<file path="config.mk">
export PLATFORM = sky130hd
export DESIGN_NAME = seg_display_arbiter
export DESIGN_NICKNAME = d
export VERILOG_FILES = /design/src/rtl/seg_display_arbiter.sv
export SDC_FILE = /design/constraint.sdc
export NUM_CORES = 1
export LEC_CHECK = 0
export BUFFER_PORTS_ARGS = -buffer_cell sky130_fd_sc_hd__buf_4
export CAP_MARGIN = 20
export CORE_MARGIN = 2
export CORE_UTILIZATION = 55
export DETAILED_ROUTE_END_ITERATION = 10
export GPL_TIMING_DRIVEN = 0
export PLACE_DENSITY = 0.76
export REMOVE_ABC_BUFFERS = 1
export SLEW_MARGIN = 20
export SYNTH_ARGS = -nofsm -noshare
export SYNTH_HDL_FRONTEND = slang
export SYNTH_SLANG_ARGS = --single-unit
</file>
<file path="constraint.sdc">
create_clock -name clk -period 2.7 [get_ports clk]
set_input_delay 0.54 -clock clk [delete_from_list [all_inputs] [get_ports clk]]
set_output_delay 0.54 -clock clk [all_outputs]
set_load 0.01 [all_outputs]
</file>
<file path="src/rtl/seg_display_arbiter.sv">
// Arbitrates the shared 4-digit seven-segment scanner between the CPU MMIO writer and the debug source.
// Round-robin on ties, bounded tenure while contested, and a hold window after release so values stay readable.
module seg_display_arbiter #(
    parameter int unsigned HOLD_CYCLES = 1000,
    parameter int unsigned MAX_OWN     = 4000,
    parameter int unsigned CW          = 32
) (
    input  logic        clk,
    input  logic        rst,
    input  logic        cpu_req,
    input  logic [15:0] cpu_data,
    output logic        cpu_gnt,
    input  logic        dbg_req,
    input  logic [15:0] dbg_data,
    output logic        dbg_gnt,
    output logic [15:0] disp_data,
    output logic        disp_load,
    output logic [1:0]  owner
);

    typedef enum logic [1:0] {IDLE, OWN_CPU, OWN_DBG, HOLD} state_t;

    localparam logic [CW-1:0] CNT_MAX   = '1;
    localparam logic [CW-1:0] HOLD_LAST = CW'(HOLD_CYCLES - 1);
    localparam logic [CW-1:0] OWN_LAST  = CW'((MAX_OWN == 0) ? 0 : MAX_OWN - 1);
    localparam bit            PREEMPT   = (MAX_OWN != 0);

    state_t        state;
    logic          last_dbg;
    logic [CW-1:0] ten_cnt;
    logic [CW-1:0] hold_cnt;
    logic          pick_cpu;
    logic          pick_dbg;
    logic          hold_done;
    logic          ten_hit;

    // last_dbg=1 means debug owned last, so the CPU wins the next tie
    assign pick_cpu  = cpu_req & (~dbg_req | last_dbg);
    assign pick_dbg  = dbg_req & ~pick_cpu;
    assign hold_done = (hold_cnt == HOLD_LAST);
    assign ten_hit   = PREEMPT && (ten_cnt == OWN_LAST);

    always_ff @(posedge clk or posedge rst) begin
        if (rst) begin
            state     <= IDLE;
            cpu_gnt   <= 1'b0;
            dbg_gnt   <= 1'b0;
            disp_data <= 16'h0000;
            disp_load <= 1'b0;
            owner     <= 2'b00;
            last_dbg  <= 1'b1;
            ten_cnt   <= '0;
            hold_cnt  <= '0;
        end else begin
            disp_load <= 1'b0;
            case (state)
                IDLE, HOLD: begin
                    if (state == HOLD && hold_cnt != CNT_MAX)
                        hold_cnt <= hold_cnt + 1'b1;
                    // The releasing owner may come straight back; the value is only reloaded if it changed
                    if (state == HOLD && !last_dbg && cpu_req) begin
                        state   <= OWN_CPU;
                        cpu_gnt <= 1'b1;
                        owner   <= 2'b01;
                        ten_cnt <= '0;
                        if (cpu_data != disp_data) begin
                            disp_data <= cpu_data;
                            disp_load <= 1'b1;
                        end
                    end else if (state == HOLD && last_dbg && dbg_req) begin
                        state   <= OWN_DBG;
                        dbg_gnt <= 1'b1;
                        owner   <= 2'b10;
                        ten_cnt <= '0;
                        if (dbg_data != disp_data) begin
                            disp_data <= dbg_data;
                            disp_load <= 1'b1;
                        end
                    end else if (state == IDLE || hold_done) begin
                        if (pick_cpu) begin
                            state     <= OWN_CPU;
                            cpu_gnt   <= 1'b1;
                            owner     <= 2'b01;
                            last_dbg  <= 1'b0;
                            ten_cnt   <= '0;
                            disp_data <= cpu_data;
                            disp_load <= 1'b1;
                        end else if (pick_dbg) begin
                            state     <= OWN_DBG;
                            dbg_gnt   <= 1'b1;
                            owner     <= 2'b10;
                            last_dbg  <= 1'b1;
                            ten_cnt   <= '0;
                            disp_data <= dbg_data;
                            disp_load <= 1'b1;
                        end else begin
                            state <= IDLE;
                            owner <= 2'b00;
                        end
                    end
                end
                OWN_CPU: begin
                    // Release is checked first so it beats a coincident preemption
                    if (!cpu_req) begin
                        state    <= HOLD;
                        cpu_gnt  <= 1'b0;
                        owner    <= 2'b11;
                        hold_cnt <= '0;
                    end else if (ten_hit && dbg_req) begin
                        state     <= OWN_DBG;
                        cpu_gnt   <= 1'b0;
                        dbg_gnt   <= 1'b1;
                        owner     <= 2'b10;
                        last_dbg  <= 1'b1;
                        ten_cnt   <= '0;
                        disp_data <= dbg_data;
                        disp_load <= 1'b1;
                    end else begin
                        if (cpu_data != disp_data) begin
                            disp_data <= cpu_data;
                            disp_load <= 1'b1;
                        end
                        if (dbg_req && ten_cnt != CNT_MAX)
                            ten_cnt <= ten_cnt + 1'b1;
                    end
                end
                OWN_DBG: begin
                    if (!dbg_req) begin
                        state    <= HOLD;
                        dbg_gnt  <= 1'b0;
                        owner    <= 2'b11;
                        hold_cnt <= '0;
                    end else if (ten_hit && cpu_req) begin
                        state     <= OWN_CPU;
                        dbg_gnt   <= 1'b0;
                        cpu_gnt   <= 1'b1;
                        owner     <= 2'b01;
                        last_dbg  <= 1'b0;
                        ten_cnt   <= '0;
                        disp_data <= cpu_data;
                        disp_load <= 1'b1;
                    end else begin
                        if (dbg_data != disp_data) begin
                            disp_data <= dbg_data;
                            disp_load <= 1'b1;
                        end
                        if (cpu_req && ten_cnt != CNT_MAX)
                            ten_cnt <= ten_cnt + 1'b1;
                    end
                end
                default: begin
                    state   <= IDLE;
                    cpu_gnt <= 1'b0;
                    dbg_gnt <= 1'b0;
                    owner   <= 2'b00;
                end
            endcase
        end
    end

endmodule

</file>
# Word level (Yosys, flattened, before mapping)
# Cells that the tools add are included.
[word_totals]
reg_bits = 86
output_inout_bits = 21
elab_cells = 142
[op_classes]
mux = 75
eq_ne = 32
bitwise = 5
reduce_logical = 20
addsub = 2
[ops]
columns = ["cell", "count"]
rows = [
  ["$mux 32", 14],
  ["$pmux 32 s3", 2],
  ["$mux 16", 11],
  ["$add 32x1->32 const B", 2],
  ["$ne 32x32->1 const B", 2],
  ["$pmux 16 s3", 1],
  ["$mux 1", 33],
  ["$ne 3x3->1 const B", 11],
  ["$eq 32x10->1 const B", 1],
  ["$eq 32x12->1 const B", 1],
  ["$ne 16x16->1", 2],
  ["$ne 2x2->1 const B", 10],
  ["$mux 2", 9],
  ["$pmux 1 s3", 4],
  ["$reduce_and 6->1", 2],
  ["$logic_and 1x1->1", 9],
  ["$reduce_and 8->1", 1],
  ["$reduce_and 7->1", 1],
  ["$pmux 2 s3", 1],
  ["$reduce_and 3->1", 2],
  ["$ne 5x5->1 const B", 1],
  ["$eq 2x2->1 const B", 2],
  ["$ne 4x4->1 const B", 1],
  ["$reduce_and 4->1", 1],
  ["other kinds (8)", 10],
]

# Depth between registers and ports, before layout
# Gate-level depths: netlist (run 1).
[depth]
word_depth = 11
depth_mapped = 11
mapped_depth_nobuf = 8

# Worst setup path after synthesis (run 1)
# No wires, ideal clock.
[synth_timing]
kind = "flip-flop to flip-flop"
from = "register last_dbg"
to = "register ten_cnt[30]"
arrival_ps = 2377
slack_ps = 197
stages_incl_launch_ff = 9
period_less_slack_ps = 2503
cell_sequence = "dfstp_2 clkbuf_1 mux2_2 a21o_1 a211o_2 nand2_4 clkbuf_1 nor4b_1 a221o_1"
[synth_via]
elab_chain_cells = 7
[synth_lines]
columns = ["element", "line", "rtl"]
rows = [
  ["start, declared", "29", "logic last_dbg;"],
  ["start signal, assigned", "51", "last_dbg <= 1'b1;"],
  ["start signal, assigned", "84", "last_dbg <= 1'b0;"],
  ["start signal, assigned", "92", "last_dbg <= 1'b1;"],
  ["$or 1x1->1", "38", "assign pick_cpu = cpu_req & (~dbg_req | last_dbg);"],
  ["$and 1x1->1", "38", ""],
  ["$mux 32", "80", "if (pick_cpu) begin"],
  ["$mux 32", "79", "end else if (state == IDLE || hold_done) begin"],
  ["$mux 32", "70", "end else if (state == HOLD && last_dbg && dbg_req) begin"],
  ["$mux 32", "61", "if (state == HOLD && !last_dbg && cpu_req) begin"],
  ["$pmux 32 s3", "56", "case (state)"],
  ["end signal, assigned", "124", "ten_cnt <= ten_cnt + 1'b1;"],
  ["end signal, assigned", "148", "ten_cnt <= ten_cnt + 1'b1;"],
  ["end, declared", "30", "logic [CW-1:0] ten_cnt;"],
]
# Parallel ways exist; a longest one is shown, timed or not. The select of a mux whose other input is x is not followed.
# A chain may end at the register's enable or synchronous reset.

# Worst setup path after layout (run 1)
[layout_timing]
from = "register ten_cnt[0]"
to = "register ten_cnt[8]"
[layout_via]
elab_chain_cells = 5
[layout_lines]
columns = ["element", "line", "rtl"]
rows = [
  ["$add 32x1->32 or $eq 32x12->1 (tied branches)", "124, 148, 41", ""],
  ["$mux 32, or another cell as far along", "147", "if (cpu_req && ten_cnt != CNT_MAX)"],
  ["$mux 32 (on tied branches)", "133, 109", ""],
  ["$mux 32 (on tied branches)", "128, 104", ""],
  ["$pmux 32 s3", "56", ""],
]
# Parallel ways exist; a longest one is shown, timed or not. The select of a mux whose other input is x is not followed.

==> impl_metrics.toml, run 1 <==
[clocking]
h-tree-depth = 3
holdBufCountCts = 0
clockBufferDepth = 2
clk_pin_slew_ps = 90
cts_sinks = 86
clock_latency_ps = 380
cts_buffers = 9
tritoncts = "built"
clock-root-buffer = "clkbuf_8"

[global_route]
grt_pass1_wl_um = 26800
antenna_found_initial = 0
grt_overflow_total = 0
grt_max_degree = 46
grt_usage = 0.288
first_global_vias = 5434

[pwr]
irDropWorstVdd_mv = 0.668
leakage_nw = 3.03
powerDensity_nw_per_um2 = 1040

[layout]
insertedDiodeCount = 0
final_cells = 908
nNetsFinal = 809
fillers = 856
syn_to_final_growth_pct = 18.2
design_area_um2 = 7020
drive_gt1_frac = 0.172

[worst_setup_path]
end_kind = "register"
critPathArrivalTime_ps = 2900
path_max_fanout = 9
required_ps = 2960
worstSetupPathType = "reg2reg"
cp-start-kind = "register"

[timing]
tightestPinTransition_ps = 857
fin_setup_tns_ps = 0
maxSlewHeadroom = 0.425
fin_crit_sh = 0.980
fin_crit_ps = 2650
timing.final.max_slew_violations = 0
max_freq_mhz = 378
skew_ps = 13.0
rsz0062_at_grt = "true"
hold_violations = 0
setup_violations = 0

[synthesis]
avgSynthCellArea_um2 = 8.24
yosys_warnings = 0
yosysMostFrequentCell = "dfrtp_1"
synth_edf_count = 0
async_flop_share = 1.00
synth_common_cells = "dfrtp_1, nand2_1, nor2_1, o21ai_0, nand3_1"
synth-seq-cells = 86
synthFlopType = "dfrtp_1"
syn_area_um2 = 5940
synth_top_cell_area_share = 0.358
yosysUniqueCellTypes = 67
synthCells = 721
synth_top_area_cell = "dfrtp_1"
synthTopCellsByArea = "dfrtp_1, nand2_1, o21ai_0, nand3_1, nand4_1"
ys_seq_area_frac = 0.362

[floorplan]
start_util = 0.570
ios = 57
core_area_um2 = 10400
die-area_um2 = 11600
rows = 37
die_y_um = 108
die_w_um = 108

[placement]
port_buffers = 56
hpwlAfterDp_um = 10400
globalplace.congestion = 0.865
place_area_um2 = 6440
dp_cells = 873

[route]
wl_um = 16500
drc = 0
vias = 5989
drt.antenna.violating_nets = 0
wl_per_cell_um = 18.1
avgViaCountPerCell = 6.60
drt-initial-drc-count = 532
firstDrtPassIters = 7

[min_path]
holdCritPathClass = "in2async"

[outcome]
status = "completed"

[job]
max_cap_viol_count = 0
## through the flow
| step | util | total power (W) | worst slack, ps | hold WS [ps] |
|---|---|---|---|---|
| after floorplan | - | 0.00423 | -837 | 452 |
| after global placement | 0.609 | 0.00532 | -2420 | 483 |
| after detailed placement | 0.618 | 0.00551 | -729 | 487 |
| after CTS | 0.660 | 0.00704 | 3.06 | 254 |
| after global routing | 0.674 | 0.00777 | -50.0 | 275 |
| final | 0.674 | 0.00730 | 54.2 | 229 |
## path summary, 6_finish.rpt
path | startpoint | to | slack [ps] | cells past startpoint
worst max-delay path | ten_cnt[0] | ten_cnt[8] | 50 | 7
worst min-delay path | rst | hold_cnt[28] | 230 | 2
worst max register to register | ten_cnt[0] | ten_cnt[8] | 50 | 7
worst min register to register | hold_cnt[17] | hold_cnt[17] | 500 | 1
max in group asynchronous | rst | state[1] | 1850 | 3
min in group clk | dbg_data[1] | disp_data[1] | 440 | 3
## layer usage
metal  up-vias  track usage  routed length (µm)
met5         -            0                   0
met4         0       0.0980                 308
met3        33       0.0470                1310
met2       276        0.449                7470
met1      2876        0.411                7380
li1       2804            -                   -
## cell type report
class,count,area [µm²],area share
clock inverters,3,90.1,0.0128
well taps,136,170,0.0242
multi-input cells,563,3700,0.527
inverters,32,123,0.0175
flip-flops and latches,86,2160,0.307
clock buffers,13,159,0.0226
repair buffers,75,624,0.0889
## report_power, final
part	internal, W	total (W)	switching (W)
clock network	0.000667	0.00115	0.000484
logic	0.00169	0.00434	0.00265
registers	0.00153	0.00181	0.000282
## cells by family after synthesis
kind of cell               share of synthesized area
and+or+nand+nor                                0.287
AOI/OAI and AO/OA                              0.221
DFF                                            0.362
buffers and inverters                         0.0520
xor gates and xnor gates                      0.0560
adders and majority gates                     0.0126
muxes                                        0.00906
## repair_timing
action                                  in CTS  in global routing
gates resized for setup                     22                 13
endpoints found under the setup margin      80                 76
gates cloned                                 3                  1
pin swaps                                    5                  4
setup buffers                                5                 10
## sequential cells by signal (all words and copies together) (netlist names)
signal,flops
hold_cnt,32
state,2
dbg_gnt,1
cpu_gnt,1
last_dbg,1
disp_data,16
ten_cnt,32
disp_load,1
## worst max-delay path, cell delays in order, from the launching register on
cell and delay, ps:
dfrtp_1 430, ha_1 240, and4_2 320, nand3_1 210
o31ai_4 440, a21oi_4 180, or2_4 340, a221o_1 370
## cells in the final DEF (no fill, tap or decap), types with 3 or more instances in the layout
cell       count
o22ai_1       16
and3_1        24
xor2_1        19
bufinv_16      3
xnor2_1       19
nand2b_1       4
nand3_1       43
buf_4         71
a211o_1       15
mux2_2         3
nor4b_1        6
a21o_1         5
a211oi_1      18
nor4_1        24
nor4_2         6
or2_4          3
o31ai_1       13
o21ai_0       47
nand4_1       30
nand2_1       69
a31oi_1        9
or3_1          5
a21oi_1       30
nor2b_1        4
and4_1         6
a221o_1       10
nor2_1        49
and2_1         6
o21a_1         3
or4_1          6
inv_1         30
clkbuf_8      11
nor3b_1        4
ha_1           3
dfrtp_1       83
nor3_1        13
o41ai_1        4
No activity file was read; power rests on OpenSTA's default activity.
==> inputs of run 2 (changes only) <==
Settings changed: PLACE_DENSITY 0.76 to 0.73.
Clock period 2.7 ns to 3.4 ns, I/O delays scaled along.
==> impl_metrics.toml, run 2 (synthesis gave the netlist of run 1 again) <==
[outcome]
status = "completed"

[clocking]
tritoncts = "built"
clk_pin_slew_ps = 90
clock_latency_ps = 370
cts_sinks = 86
h-tree-depth = 3
cts_buffers = 9
clockBufferDepth = 2
post_cts_buffers = 0
clock-root-buffer = "clkbuf_8"

[worst_setup_path]
critPathArrivalTime_ps = 3420
reg2reg_slack_ps = 260
end_kind = "register"
rr_worst_depth = 7
rr_startpoint = "state[0]"
rr_endpoint = "hold_cnt[31]"
worstSetupPathType = "reg2reg"
required_ps = 3680
cp-start-kind = "register"
path_max_fanout = 29

[layout]
final_cells = 889
fillers = 889
final_common_cell = "dfrtp_1"
seqCellArea_um2 = 2150
syn_to_final_growth_pct = 12.3
multi_input_area_um2 = 3530
nNetsFinal = 790
insertedDiodeCount = 0
reg_top3 = "hold_cnt (32), ten_cnt (32), disp_data (16)"
drive_gt1_frac = 0.129
layout_common_cells = "dfrtp_1, nand2_1, buf_4, nor2_1, o21ai_0"

[route]
vias = 5809
drt.antenna.violating_nets = 0
wl_per_cell_um = 17.8
drc = 0
drt-initial-drc-count = 547
wl_um = 15900
firstDrtPassIters = 5
avgViaCountPerCell = 6.53

[global_route]
grt_max_degree = 46
grt_pass1_wl_um = 25700
first_global_vias = 5311
grt_usage = 0.274
antenna_found_initial = 0
grt_overflow_total = 0

[pwr]
leakage_nw = 2.90
p_total_w = 0.00530
powerDensity_nw_per_um2 = 794
irDropWorstVdd_mv = 0.495

[timing]
fin_setup_tns_ps = 0
fin_crit_sh = 0.922
timing.final.max_slew_violations = 0
rsz0062_at_grt = "false"
skew_ps = 12.5
setup_violations = 0
tightestPinTransition_ps = 850
max_freq_mhz = 319
timing.final.ws_setup_ps = 264
maxSlewHeadroom = 0.430
hold_violations = 0
fin_crit_ps = 3140

[placement]
dp_cells = 873
preCtsSetupSlack_ps = -51.7
hpwlAfterDp_um = 10700
globalplace.congestion = 0.894
port_buffers = 56

[floorplan]
start_util = 0.570
die_w_um = 108
core_area_um2 = 10400
die-area_um2 = 11600
ios = 57
rows = 37
die_y_um = 108

[min_path]
holdCritPathClass = "in2async"

[job]
max_cap_viol_count = 0
[run 2: worst max-delay path, stage by stage (launching register included)]
cell and delay (ps):
dfrtp_1 450, ha_1 450, and4_1 250, nand4_1 130, or4_1 610, nand2_1 670, nor2_1 290, a21oi_1 200
[run 2: worst max-delay path by stage]
| stage | start | end | cells past startpoint | slack, ps |
|---|---|---|---|---|
| after global routing | state[0] | hold_cnt[31] | 7 | 60 |
| after global placement | state[0] | ten_cnt[16] | 6 | -1740 |
| after detailed placement | state[1] | ten_cnt[30] | 9 | -50 |
| after CTS | state[0] | ten_cnt[30] | 9 | 30 |
| after floorplan | state[0] | ten_cnt[16] | 6 | -140 |
| final | state[0] | hold_cnt[31] | 7 | 260 |
[run 2: through the flow]
| stage | cell area [µm²] | hold WS, ps | utilization |
|---|---|---|---|
| finish | 6670 | 380 | 0.640 |
| global route | 6670 | 428 | 0.640 |
| CTS | 6660 | 396 | 0.639 |
| detailed placement | 6440 | 486 | 0.618 |
| global placement | 6340 | 485 | 0.609 |
| floorplan | 5750 | 452 | - |
[run 2: layer usage]
layer  track usage  share of wire  wire length (µm)  vias up
li1              -              -                 -     2773
met1         0.387           0.47              7430     2816
met2         0.441           0.46              7360      200
met3        0.0289          0.053               833       20
met4        0.0971          0.014               227        0
met5             0              0                 0        -
[run 2: power breakdown]
part	switching [W]	total, W	internal [W]
combinational	0.00196	0.00305	0.00109
sequential	0.000220	0.00143	0.00121
clock	0.000379	0.000811	0.000433
[run 2: repair_timing]
item | CTS | global route
hold buffers | 0 | 0
hold endpoints to repair | 0 | 0
setup endpoints to repair | 16 | 43
gates resized for setup | 1 | 3
[run 2: area by class of cell]
cell class              count  share of cell area
clock inverters             4              0.0105
inverters                  32              0.0184
flip-flops and latches     86               0.323
repair buffers             59              0.0718
multi-input cells         560               0.529
well taps                 136              0.0255
clock buffers              12              0.0218
==> inputs of run 3 (changes only) <==
Settings changed: CELL_PAD_IN_SITES_DETAIL_PLACEMENT set to 1, CELL_PAD_IN_SITES_GLOBAL_PLACEMENT set to 2, CORE_UTILIZATION 55 to 39, PLACE_DENSITY 0.73 to 0.84.
==> impl_metrics.toml, run 3 (synthesis gave the netlist of run 1 again) <==
[outcome]
status = "completed"

[global_route]
grt_usage = 0.236
grt_overflow_total = 0
grt_pass1_wl_um = 31100
first_global_vias = 6014
grt_max_degree = 60
antenna_found_initial = 0

[clocking]
h-tree-depth = 3
post_cts_buffers = 0
clock-root-buffer = "clkbuf_16"
clock_latency_ps = 350
clockBufferDepth = 2
cts_buffers = 9
holdBufCountCts = 0
clk_pin_slew_ps = 70
tritoncts = "built"
cts_sinks = 86

[pwr]
seqPwrFrac = 0.255
power_frac_clock = 0.185
leakage_nw = 2.95
internal_power_w = 0.00297
p_comb_frac = 0.560
powerDensity_nw_per_um2 = 830
switching_power_w = 0.00272
swShare = 0.478
irDropWorstVdd_mv = 0.432
p_total_w = 0.00569

[layout]
layout_common_cells = "dfrtp_1, nand2_1, buf_4, nor2_1, o21ai_0"
syn_to_final_growth_pct = 15.5
insertedDiodeCount = 0
drive_gt1_frac = 0.133
final_common_cell = "dfrtp_1"
utilization = 0.456
nNetsFinal = 791
reg_top3 = "hold_cnt (32), ten_cnt (32), disp_data (16)"

[route]
wl_per_cell_um = 20.0
avgViaCountPerCell = 6.25
vias = 5882
firstDrtPassIters = 5
drt-initial-drc-count = 359
drc = 0
drt.antenna.violating_nets = 0
wl_um = 18800

[worst_setup_path]
crit_path_frequent_cell = "a211o_2"
critPathMaxStageDelay_ps = 620
path_max_fanout = 17
worstSetupPathType = "reg2reg"
slowest_stage = "a211o_2"
required_ps = 3660
worstPathCellList = "or4_4, nor4_4, a211o_2, nand2_1, a211o_2, o22ai_1"
cp-start-kind = "register"
critPathArrivalTime_ps = 3320
end_kind = "register"

[timing]
fin_crit_sh = 0.898
maxSlewHeadroom = 0.407
skew_ps = 10.0
max_freq_mhz = 327
hold_violations = 0
timing.final.ws_setup_ps = 345
setup_violations = 0
rsz0062_at_grt = "false"
tightestPinTransition_ps = 881
fin_crit_ps = 3050
timing.hold.ws_ps = 293
timing.final.max_slew_violations = 0

[floorplan]
rows = 45
die_w_um = 127
ios = 57
core_area_um2 = 15000
die-area_um2 = 16200
start_util = 0.395
die_y_um = 127

[placement]
hpwlAfterDp_um = 12900
globalplace.congestion = 0.785
preCtsSetupSlack_ps = -239
port_buffers = 56

[job]
max_cap_viol_count = 0

[min_path]
holdCritPathClass = "in2async"
## run 3: area by class of cell
class / count / area, µm²
Clock buffer: 10 / 229
Clock inverter: 5 / 75.1
Fill cell: 1787 / 8170
Inverter: 32 / 125
Multi-Input combinational cell: 560 / 3540
Sequential cell: 86 / 2150
Tap cell: 188 / 235
Timing Repair Buffer: 60 / 498
## run 3: critical path: cells and delay by family (launching register included)
| family | cells | cell delay (ps) |
|---|---|---|
| AND/OR/NAND/NOR | 3 | 1390 |
| flip-flops | 1 | 430 |
| AO/OA/AOI/OAI | 3 | 1140 |
## run 3: metal layers
layer	vias to the layer above	GRT usage	wire, µm
li1	2766	-	-
met1	2998	0.329	9210
met2	102	0.390	8880
met3	16	0.0255	511
met4	0	0.0633	200
met5	-	0	0
## run 3: power by group through the flow
stage / Clock, W / Combinational [W] / Sequential (W)
final: 0.00106 / 0.00319 / 0.00145
after global routing: 0.00110 / 0.00350 / 0.00148
after CTS: 0.00108 / 0.00318 / 0.00145
after detailed placement: 0 / 0.00315 / 0.00147
after global placement: 0 / 0.00292 / 0.00145
after floorplan: 0 / 0.00189 / 0.00147
## run 3: path summary, 6_finish.rpt
kind / from / to / cells after the start / slack (ps)
worst min register to register: hold_cnt[11] / hold_cnt[11] / 1 / 520
max in group asynchronous: rst / last_dbg / 3 / 2460
worst min-delay path: rst / ten_cnt[2] / 2 / 290
worst max register to register: hold_cnt[20] / disp_data[8] / 6 / 350
worst max-delay path: hold_cnt[20] / disp_data[8] / 6 / 350
min in group clk: hold_cnt[11] / hold_cnt[11] / 1 / 520
## run 3: repair_timing
action,in CTS,in global routing
resized for setup,1,5
endpoints found under the setup margin,27,38
gates cloned,0,0
endpoints found under the hold margin,0,0
pin swaps,0,0
## run 3: metrics by stage
| step | cell area (µm²) | TNS (ps) | std cells |
|---|---|---|---|
| floorplan | 5750 | -315 | 678 |
| global placement | 6410 | -142510 | 922 |
| detailed placement | 6540 | -4310 | 926 |
| CTS | 6850 | 0 | 941 |
| global route | 6860 | 0 | 941 |
| finish | 6860 | 0 | 941 |
